===== src/rtl/rotary_quadrature_decoder.sv =====
// Purpose: rotary shaft front end - 2-flop sync, per-channel debounce (only with ROT_DEBOUNCE_EN), Gray decode, wrapping position.
// Latency: pin change before edge e0 -> clean at e0+1+DEBOUNCE_CYCLES (e0+1 without ROT_DEBOUNCE_EN); step/dir/position/err one edge later.
// Backpressure: none; changes faster than the filter accepts are dropped, illegal Gray jumps pulse err.
module rotary_quadrature_decoder #(
   parameter int DEBOUNCE_CYCLES = 50000,
   parameter int CNT_W           = 16,
   parameter int POS_W           = 3
) (
   input  logic             clk,
   input  logic             rst_n,
   input  logic             rot_a,
   input  logic             rot_b,
   output logic             a_clean,
   output logic             b_clean,
   output logic             step,
   output logic             dir,
   output logic [POS_W-1:0] position,
   output logic             err
);

   // Decoder state is the clean pair {a,b}; encoding equals the pin pair so casts are free.
   typedef enum logic [1:0] {
      PAIR_00 = 2'b00,
      PAIR_01 = 2'b01,
      PAIR_10 = 2'b10,
      PAIR_11 = 2'b11
   } pair_t;

   localparam logic signed [2:0] ACC_CW_FULL  = 3'sd3;
   localparam logic signed [2:0] ACC_CCW_FULL = -3'sd3;

   // Index of a pair along the clockwise cycle 00 -> 10 -> 11 -> 01.
   function automatic logic [1:0] phase_of(input pair_t p);
      case (p)
         PAIR_00: phase_of = 2'd0;
         PAIR_10: phase_of = 2'd1;
         PAIR_11: phase_of = 2'd2;
         default: phase_of = 2'd3;
      endcase
   endfunction

   // Reject a debounce length the counter cannot reach.
   if (DEBOUNCE_CYCLES < 1 ||
       longint'(DEBOUNCE_CYCLES) > ((longint'(1) << CNT_W) - 1)) begin : g_bad_cfg
      $error("rotary_quadrature_decoder: DEBOUNCE_CYCLES out of range for CNT_W");
   end

   logic a_meta;
   logic b_meta;
   logic a_s;
   logic b_s;

   // Two-flop synchronisers; the raw pins are asynchronous to clk.
   always_ff @(posedge clk or negedge rst_n) begin
      if (!rst_n) begin
         a_meta <= 1'b0;
         b_meta <= 1'b0;
         a_s    <= 1'b0;
         b_s    <= 1'b0;
      end else begin
         a_meta <= rot_a;
         b_meta <= rot_b;
         a_s    <= a_meta;
         b_s    <= b_meta;
      end
   end

`ifdef ROT_DEBOUNCE_EN
   localparam logic [CNT_W-1:0] CNT_LAST = CNT_W'(DEBOUNCE_CYCLES - 1);

   logic [CNT_W-1:0] a_cnt;
   logic [CNT_W-1:0] b_cnt;

   // Channel A filter: accept a_s only after it has disagreed with a_clean for DEBOUNCE_CYCLES cycles in a row.
   always_ff @(posedge clk or negedge rst_n) begin
      if (!rst_n) begin
         a_cnt   <= '0;
         a_clean <= 1'b0;
      end else if (a_s == a_clean) begin
         a_cnt   <= '0;
      end else if (a_cnt == CNT_LAST) begin
         a_clean <= a_s;
         a_cnt   <= '0;
      end else begin
         a_cnt   <= a_cnt + CNT_W'(1);
      end
   end

   // Channel B filter: same rule, fully independent of channel A.
   always_ff @(posedge clk or negedge rst_n) begin
      if (!rst_n) begin
         b_cnt   <= '0;
         b_clean <= 1'b0;
      end else if (b_s == b_clean) begin
         b_cnt   <= '0;
      end else if (b_cnt == CNT_LAST) begin
         b_clean <= b_s;
         b_cnt   <= '0;
      end else begin
         b_cnt   <= b_cnt + CNT_W'(1);
      end
   end
`else
   // Filter bypassed: the synchronised pins are the clean channels.
   assign a_clean = a_s;
   assign b_clean = b_s;
`endif

   pair_t             state_q;
   pair_t             state_d;
   pair_t             cur_pair;
   logic signed [2:0] acc_q;
   logic signed [2:0] acc_d;
   logic              prime_q;
   logic              prime_d;
   logic              step_d;
   logic              dir_d;
   logic              err_d;
   logic [POS_W-1:0]  pos_d;
   logic [1:0]        move;
   logic              move_cw;
   logic              move_ccw;
   logic              move_bad;

   // A move of +1 phase is clockwise, +3 is counter-clockwise, +2 means both bits flipped at once.
   assign cur_pair = pair_t'({a_clean, b_clean});
   assign move     = phase_of(cur_pair) - phase_of(state_q);
   assign move_cw  = (move == 2'd1);
   assign move_ccw = (move == 2'd3);
   assign move_bad = (move == 2'd2);

   // Decoder register: previous pair, sub-step accumulator, prime flag and the registered outputs.
   always_ff @(posedge clk or negedge rst_n) begin
      if (!rst_n) begin
         state_q  <= PAIR_00;
         acc_q    <= '0;
         prime_q  <= 1'b1;
         step     <= 1'b0;
         dir      <= 1'b0;
         position <= '0;
         err      <= 1'b0;
      end else begin
         state_q  <= state_d;
         acc_q    <= acc_d;
         prime_q  <= prime_d;
         step     <= step_d;
         dir      <= dir_d;
         position <= pos_d;
         err      <= err_d;
      end
   end

   // Next-state logic: one decode per change of the clean pair; pulses default low, dir/position hold.
   always_comb begin
      state_d = state_q;
      acc_d   = acc_q;
      prime_d = prime_q;
      step_d  = 1'b0;
      dir_d   = dir;
      err_d   = 1'b0;
      pos_d   = position;

      if (cur_pair != state_q) begin
         state_d = cur_pair;
         prime_d = 1'b0;
         if (move_bad) begin
            // Right after reset a double jump just means the pins were not at the detent; adopt it quietly.
            if (!prime_q) begin
               err_d = 1'b1;
               acc_d = '0;
            end
         end else if (cur_pair == PAIR_00) begin
            // Back at the detent: only a full four-transition run in one direction counts as a step.
            acc_d = '0;
            if (move_cw && acc_q == ACC_CW_FULL) begin
               step_d = 1'b1;
               dir_d  = 1'b1;
               pos_d  = position + POS_W'(1);
            end else if (move_ccw && acc_q == ACC_CCW_FULL) begin
               step_d = 1'b1;
               dir_d  = 1'b0;
               pos_d  = position - POS_W'(1);
            end
         end else if (move_cw) begin
            acc_d = acc_q + 3'sd1;
         end else begin
            acc_d = acc_q - 3'sd1;
         end
      end
   end

endmodule


===== config.mk =====
export PLATFORM = sky130hd
export DESIGN_NAME = rotary_quadrature_decoder
export DESIGN_NICKNAME = d
export VERILOG_FILES = /design/src/rtl/rotary_quadrature_decoder.sv
export SDC_FILE = /design/constraint.sdc
export NUM_CORES = 1
export LEC_CHECK = 0
export BUFFER_PORTS_ARGS = -buffer_cell sky130_fd_sc_hd__buf_2
export CORE_UTILIZATION = 45
export DETAILED_ROUTE_END_ITERATION = 10
export PLACE_DENSITY = 0.65
export SLEW_MARGIN = 10
export SYNTH_ARGS = -nofsm -noshare
export SYNTH_HDL_FRONTEND = slang
export SYNTH_SLANG_ARGS = --single-unit

===== constraint.sdc =====
create_clock -name clk -period 8.1 [get_ports clk]
set_input_delay 0.81 -clock clk [delete_from_list [all_inputs] [get_ports clk]]
set_output_delay 0.81 -clock clk [all_outputs]
set_load 0.03 [all_outputs]

==> flow_summary.toml, run 1 <==
[worst_hold_path]
min_path_cells = 0
hp-start = "b_meta"
worstHoldPathType = "flop to flop"
hold_path_end = "b_clean"

[logic_synthesis]
yosys.area.top_type = "dfrtp_1"
synth-edff-count = 0
synth_area_leaders = "dfrtp_1, xnor2_1, fa_1"
synth_flop_cell = "dfrtp_1"
async_reset_ff_share_pct = 100
syn_nets = 85
synth_top_area_share_pct = 43.6
yosysUniqueCellTypes = 32
yosys_register_bits = 16
yosysSeqAreaShare_pct = 46.7
avgSynthCellArea_um2 = 11.2
yosysWarnings = 0
yosys-top-cells-count = "dfrtp_1, inv_1, nand2_1"
syn-cell-area_um2 = 861
syn_inst = 77
yosysMostFrequentCell = "dfrtp_1"

[die]
core_area_um2 = 1760
initial_core_util_pct = 48.8
pin_count = 12
num_rows = 15
dieArea_um2 = 2090
die_w_um = 45.7
die_h_um = 45.7

[worst_setup_path]
rr_startpoint = "b_clean"
path_max_fanout = 9
critical_path_class = "flop to flop"
r2r_cells = 10
worst_setup_path_start_kind = "flop"
cp-end-kind = "flop"
crit_arrival_ns = 3.42
r2r-end = "position[2]"
reg2reg_slack_ns = 4.90
cp_data_required_time_ns = 8.32

[run]
maxCapViolations = 0

[pwr]
netSwitchingFraction_pct = 37.4
p_comb_share_pct = 36.3
seq_power_share_pct = 43.5
intPower_w = 0.000160
p_leak_nw = 0.449
clockPowerShare_pct = 20.2
power.density_nw_per_um2 = 270
ir_worst_vdd_v = 0.000138
p_sw_w = 0.0000957

[finish]
nNetsFinal = 96
drive_gt1_share_pct = 24.1
antenna_cells = 0
ff_latch_area_um2 = 402
fillers = 170
area_growth_pct = 10.0
fin_area_um2 = 947
multi_input_area_um2 = 393

[timing]
final-hold-violation-count = 0
slew_violations = 0
rsz0062_at_grt = "no"
final.setup.tns_ns = 0
slew-limit-headroom_pct = 66.2
finalSetupViolCount = 0
post-route-period-util_pct = 39.5
finalWorstPathRequiredPeriod_ns = 3.20
worst_pin_slew_ns = 0.503
max_freq_ghz = 0.312
fin_skew_ns = 0.0104

[global_route]
grtUsageMet1_pct = 23.3
grt_use_total_pct = 17.2
top_usage_layer = "met2"
grt_pass1_wl_um = 2460
globalRouteOverflowTotal = 0
grt_max_degree = 17
grt_pass1_vias = 543
gr-usage-met2_pct = 25.1
antenna_found_initial = 0
use_met3_pct = 3.57

[placement]
hpwl_um = 1010
place_congestion = 0.822
io_buffers = 11
placed_area_um2 = 911

[drt]
drtIter0Drc = 1
drtPass1Iterations = 4
num_vias = 572
ant_nets = 0
drc_errors = 0
wirelength_um = 1410
via_per_inst = 5.11
wl_per_cell_um = 12.6

[clock_tree]
path_clk_slew_ns = 0.10
h-tree-depth = 1
clk_path_buf_depth = 2
postCtsHoldBufs = 0
cts.sinks = 16
root_buffer = "clkbuf_4"
cts_setup_buffers = 0
clock_latency_ns = 0.29
cts_resized = 0
cts_inserted_buffers = 3
cts_tree = "done"

[run_status]
outcome = "finished, final reports clean"
final cells by class:
cell class                 instances  share of cell area, %
inverter                           8                   3.17
tap                               25                   3.30
multi-input combinational         48                   41.5
clock buffer                       4                   3.83
sequential                        16                   42.4
timing repair buffer              11                   5.81
kinds of logic (layout without fill, tap and decap cells):
| family | Yosys count | in the layout | synth area share (%) |
|---|---|---|---|
| flip-flops | 16 | 16 | 46.7 |
| XOR/XNOR | 10 | 10 | 14.1 |
| buffers and inverters | 13 | 23 | 7.70 |
| AO/OA/AOI/OAI | 16 | 16 | 12.5 |
| AND/OR/NAND/NOR | 16 | 16 | 8.87 |
| adder cells (fa/ha/maj) | 4 | 4 | 7.56 |
| multiplexers | 2 | 2 | 2.62 |
registers in the layout, summed over array words and instances, names as in the netlist:
register	cells
step	1
a_clean	1
a_meta	1
err	1
acc_q	3
state_q	2
position	3
prime_q	1
b_clean	1
dir	1
b_meta	1
layer usage:
layer,part of all wire (%),vias up
met5,0,-
met4,2.5,0
met3,2.2,4
met2,47,11
met1,48,274
li1,-,283
stage by stage:
| step | worst slack, ns | cells | util [%] | power [W] | hold slack [ns] |
|---|---|---|---|---|---|
| CTS | 4.89 | 112 | 53.7 | 0.000259 | 0.356 |
| global route | 4.72 | 112 | 53.7 | 0.000276 | 0.359 |
| floorplan | 4.86 | 77 | - | 0.000182 | 0.331 |
| global placement | 4.95 | 108 | 51.6 | 0.000202 | 0.333 |
| finish | 4.90 | 112 | 53.7 | 0.000256 | 0.352 |
| detailed placement | 4.90 | 108 | 51.6 | 0.000204 | 0.336 |
critical path, stage by stage, from the launching register on:
cell and delay [ns]:
dfrtp_1 0.52, inv_1 0.08, ha_1 0.28, inv_1 0.06, ha_1 0.18, xor3_2 0.37
or3_2 0.50, fa_1 0.38, or4_1 0.50, o2111ai_1 0.13, xnor2_1 0.14
how the worst max path moves through the flow:
stage | startpoint | to | slack, ns | cells after the start
5_1_grt | b_clean | position[2] | 4.72 | 10
6_report | b_clean | position[2] | 4.90 | 10
3_5_place_dp | b_clean | position[2] | 4.90 | 10
3_3_place_gp | b_clean | position[2] | 4.95 | 10
2_1_floorplan | b_clean | position[2] | 4.86 | 11
4_1_cts | b_clean | position[2] | 4.89 | 10
power by group through the flow:
stage	registers, W	logic, W	clock network, W
floorplan	0.000126	0.0000559	0
detailed placement	0.000113	0.0000914	0
global placement	0.000112	0.0000903	0
CTS	0.000111	0.0000929	0.0000550
global route	0.000114	0.000104	0.0000579
finish	0.000111	0.0000928	0.0000517
layout by cell type (no fill, tap or decap), drive strengths merged, types with 2 or more instances in the layout:
cell	netlist	final
o21ai	6	6
inv	8	8
ha	2	2
nor2	2	2
clkbuf	4	4
nor3	2	2
xnor2	5	5
buf	1	11
mux2	2	2
a211oi	2	2
xor2	3	3
nand2	8	8
fa	2	2
dfrtp	15	15
(Power assumes the default switching activity.)
==> run 2: changes to the inputs <==
ABC_AREA = 1   (was default)
clock period = 3.3 ns   (was 8.1 ns; I/O delays follow)
==> flow_summary.toml, run 2 <==
[drt]
ant_nets = 0
drtIter0Drc = 19
wl_per_cell_um = 9.62
drtPass1Iterations = 4
num_vias = 576
via_per_inst = 4.65
wirelength_um = 1190
drc_errors = 0

[worst_setup_path]
cp-end-kind = "flop"
worst_setup_path_start_kind = "flop"
cpMaxStageDelayCell = "dfrtp_1"
crit_arrival_ns = 2.48
cp_cell_sequence = "inv_2, ha_1, inv_1, ha_1, inv_1, nand3_1, nand2_2, nor2_4, fa_1, xnor2_1, xor2_1, o22ai_1"
path_max_fanout = 5
reg2reg_slack_ns = 0.98
critical_path_class = "flop to flop"
worst-path-buf-inv = 3
r2r_cells = 12
r2r-end = "acc_q[2]"
cp_data_required_time_ns = 3.46
rr_startpoint = "b_clean"
slowest_delay_ns = 0.42
critPathTopFamily = "adder cells"

[run_status]
outcome = "finished, final reports clean"

[logic_synthesis]
yosysSeqAreaShare_pct = 48.6
yosysWarnings = 0
syn-cell-area_um2 = 827
yosys-top-cells-count = "nand2_1, dfrtp_1, inv_1"
yosysMostFrequentCell = "nand2_1"
synth_top_area_share_pct = 45.4
yosys_register_bits = 16
synth_flop_cell = "dfrtp_1"
syn_inst = 85
avgSynthCellArea_um2 = 9.73
synth_area_leaders = "dfrtp_1, nand2_1, inv_1"
synth-edff-count = 0
async_reset_ff_share_pct = 100
yosys.area.top_type = "dfrtp_1"
yosysUniqueCellTypes = 25
syn_nets = 93

[global_route]
grt_use_total_pct = 13.7
globalRouteOverflowTotal = 0
grt_max_degree = 17
grt_pass1_wl_um = 1990
antenna_found_initial = 0
grt_pass1_vias = 485

[die]
dieArea_um2 = 2010
core_area_um2 = 1730
num_rows = 15
pin_count = 12
initial_core_util_pct = 47.9
die_w_um = 44.9
die_h_um = 44.9

[finish]
area_growth_pct = 15.0
nNetsFinal = 108
reg_top3 = "acc_q x3, position x3, state_q x2"
drive_gt1_share_pct = 27.3
layout_commonest_cell = "nand2_1"
antenna_cells = 0
final_cell_mix = "nand2_1, inv_1, dfrtp_1"

[timing]
worst_pin_slew_ns = 0.340
finalSetupViolCount = 0
max_freq_ghz = 0.431
hold-worst-slack_ns = 0.150
finalWorstPathRequiredPeriod_ns = 2.32
post-route-period-util_pct = 70.3
rsz0062_at_grt = "no"
final-hold-violation-count = 0
slew_violations = 0
fin_skew_ns = 0.000473
final.setup.tns_ns = 0
slew-limit-headroom_pct = 77.3

[clock_tree]
clock_latency_ns = 0.28
cts.sinks = 16
cts_resized = 0
cts_inserted_buffers = 3
root_buffer = "clkbuf_4"
h-tree-depth = 1
path_clk_slew_ns = 0.09
clk_path_buf_depth = 2
cts_tree = "done"

[placement]
io_buffers = 11
place_congestion = 0.733
hpwl_um = 918

[worst_hold_path]
hp-start = "rot_a"
min_path_cells = 1
hold_path_end = "a_meta"
worstHoldPathType = "input pin to flop"

[pwr]
p_leak_nw = 0.505
power_w = 0.000639
ir_worst_vdd_v = 0.000345
power.density_nw_per_um2 = 672

[run]
maxCapViolations = 0
-- run 2: cell count changes after synthesis, moves of 2 or more --
cell | before | now
nand3_1 | 0 | 7
a211oi_1 | 2 | 0
inv_1 | 8 | 15
nand2_1 | 8 | 18
xnor2_1 | 5 | 1
clkbuf_1 | 3 | 1
nand3_2 | 0 | 3
nand2_2 | 0 | 3
o21ai_0 | 5 | 0
-- run 2: logic make-up after synthesis --
kind of cell / after synthesis / synth area share (%)
DFF: 16 / 48.6
buffers and inverters: 18 / 8.32
and+or+nand+nor: 38 / 25.6
AOI/OAI and AO/OA: 4 / 4.24
xor gates and xnor gates: 4 / 4.24
adders and majority gates: 4 / 7.87
muxes: 1 / 1.21
-- run 2: per-stage QoR --
stage	setup slack, ns	instances	utilization, %	area (µm²)
after global placement	1.04	119	52.4	905
after global routing	0.782	124	55.1	951
final	0.979	124	55.1	951
after floorplan	0.949	85	-	827
after CTS	0.968	124	55.1	951
after detailed placement	0.987	119	52.4	905
-- run 2: report_power, final --
part / leakage [nW] / internal, W / total (W) / switching [W]
logic: 0.286 / 0.0000878 / 0.000246 / 0.000158
clock network: 0.0210 / 0.0000671 / 0.000126 / 0.0000586
registers: 0.197 / 0.000236 / 0.000267 / 0.0000309
total: 0.505 / 0.000391 / 0.000639 / 0.000248
-- run 2: final cells by class --
cell class	instances	area (µm²)
Clock buffer	4	36.3
Fill cell	158	776
Inverter	16	60.1
Multi-Input combinational cell	51	357
Sequential cell	16	402
Tap cell	25	31.3
Timing Repair Buffer	12	65.1
-- run 2: layer usage --
layer	GRT usage, %	vias up	wire length [µm]
met5	0	-	0
met4	7.27	0	16
met3	2.40	2	35
met2	20.0	9	547
met1	19.4	269	594
li1	-	296	-
-- run 2: how the worst max path moves through the flow --
stage / depth (start not counted) / startpoint / to
2_1_floorplan: 12 / b_clean / acc_q[2]
6_report: 12 / b_clean / acc_q[2]
3_5_place_dp: 12 / b_clean / acc_q[2]
4_1_cts: 12 / b_clean / acc_q[2]
3_3_place_gp: 12 / b_clean / acc_q[2]
5_1_grt: 12 / b_clean / acc_q[2]
-- run 2: timing repair --
action,4_1_cts,5_1_grt
setup buffers,0,0
hold buffers,1,0
hold endpoints to repair,15,0
-- run 2: worst reg2reg max path, delay by kind of cell (launching register included) --
family                     cells  cell delay (ns)
xor gates and xnor gates       2             0.35
AOI/OAI and AO/OA              1             0.09
DFF                            1             0.42
adders and majority gates      3             0.86
and+or+nand+nor                3             0.30
buffers and inverters          3             0.19
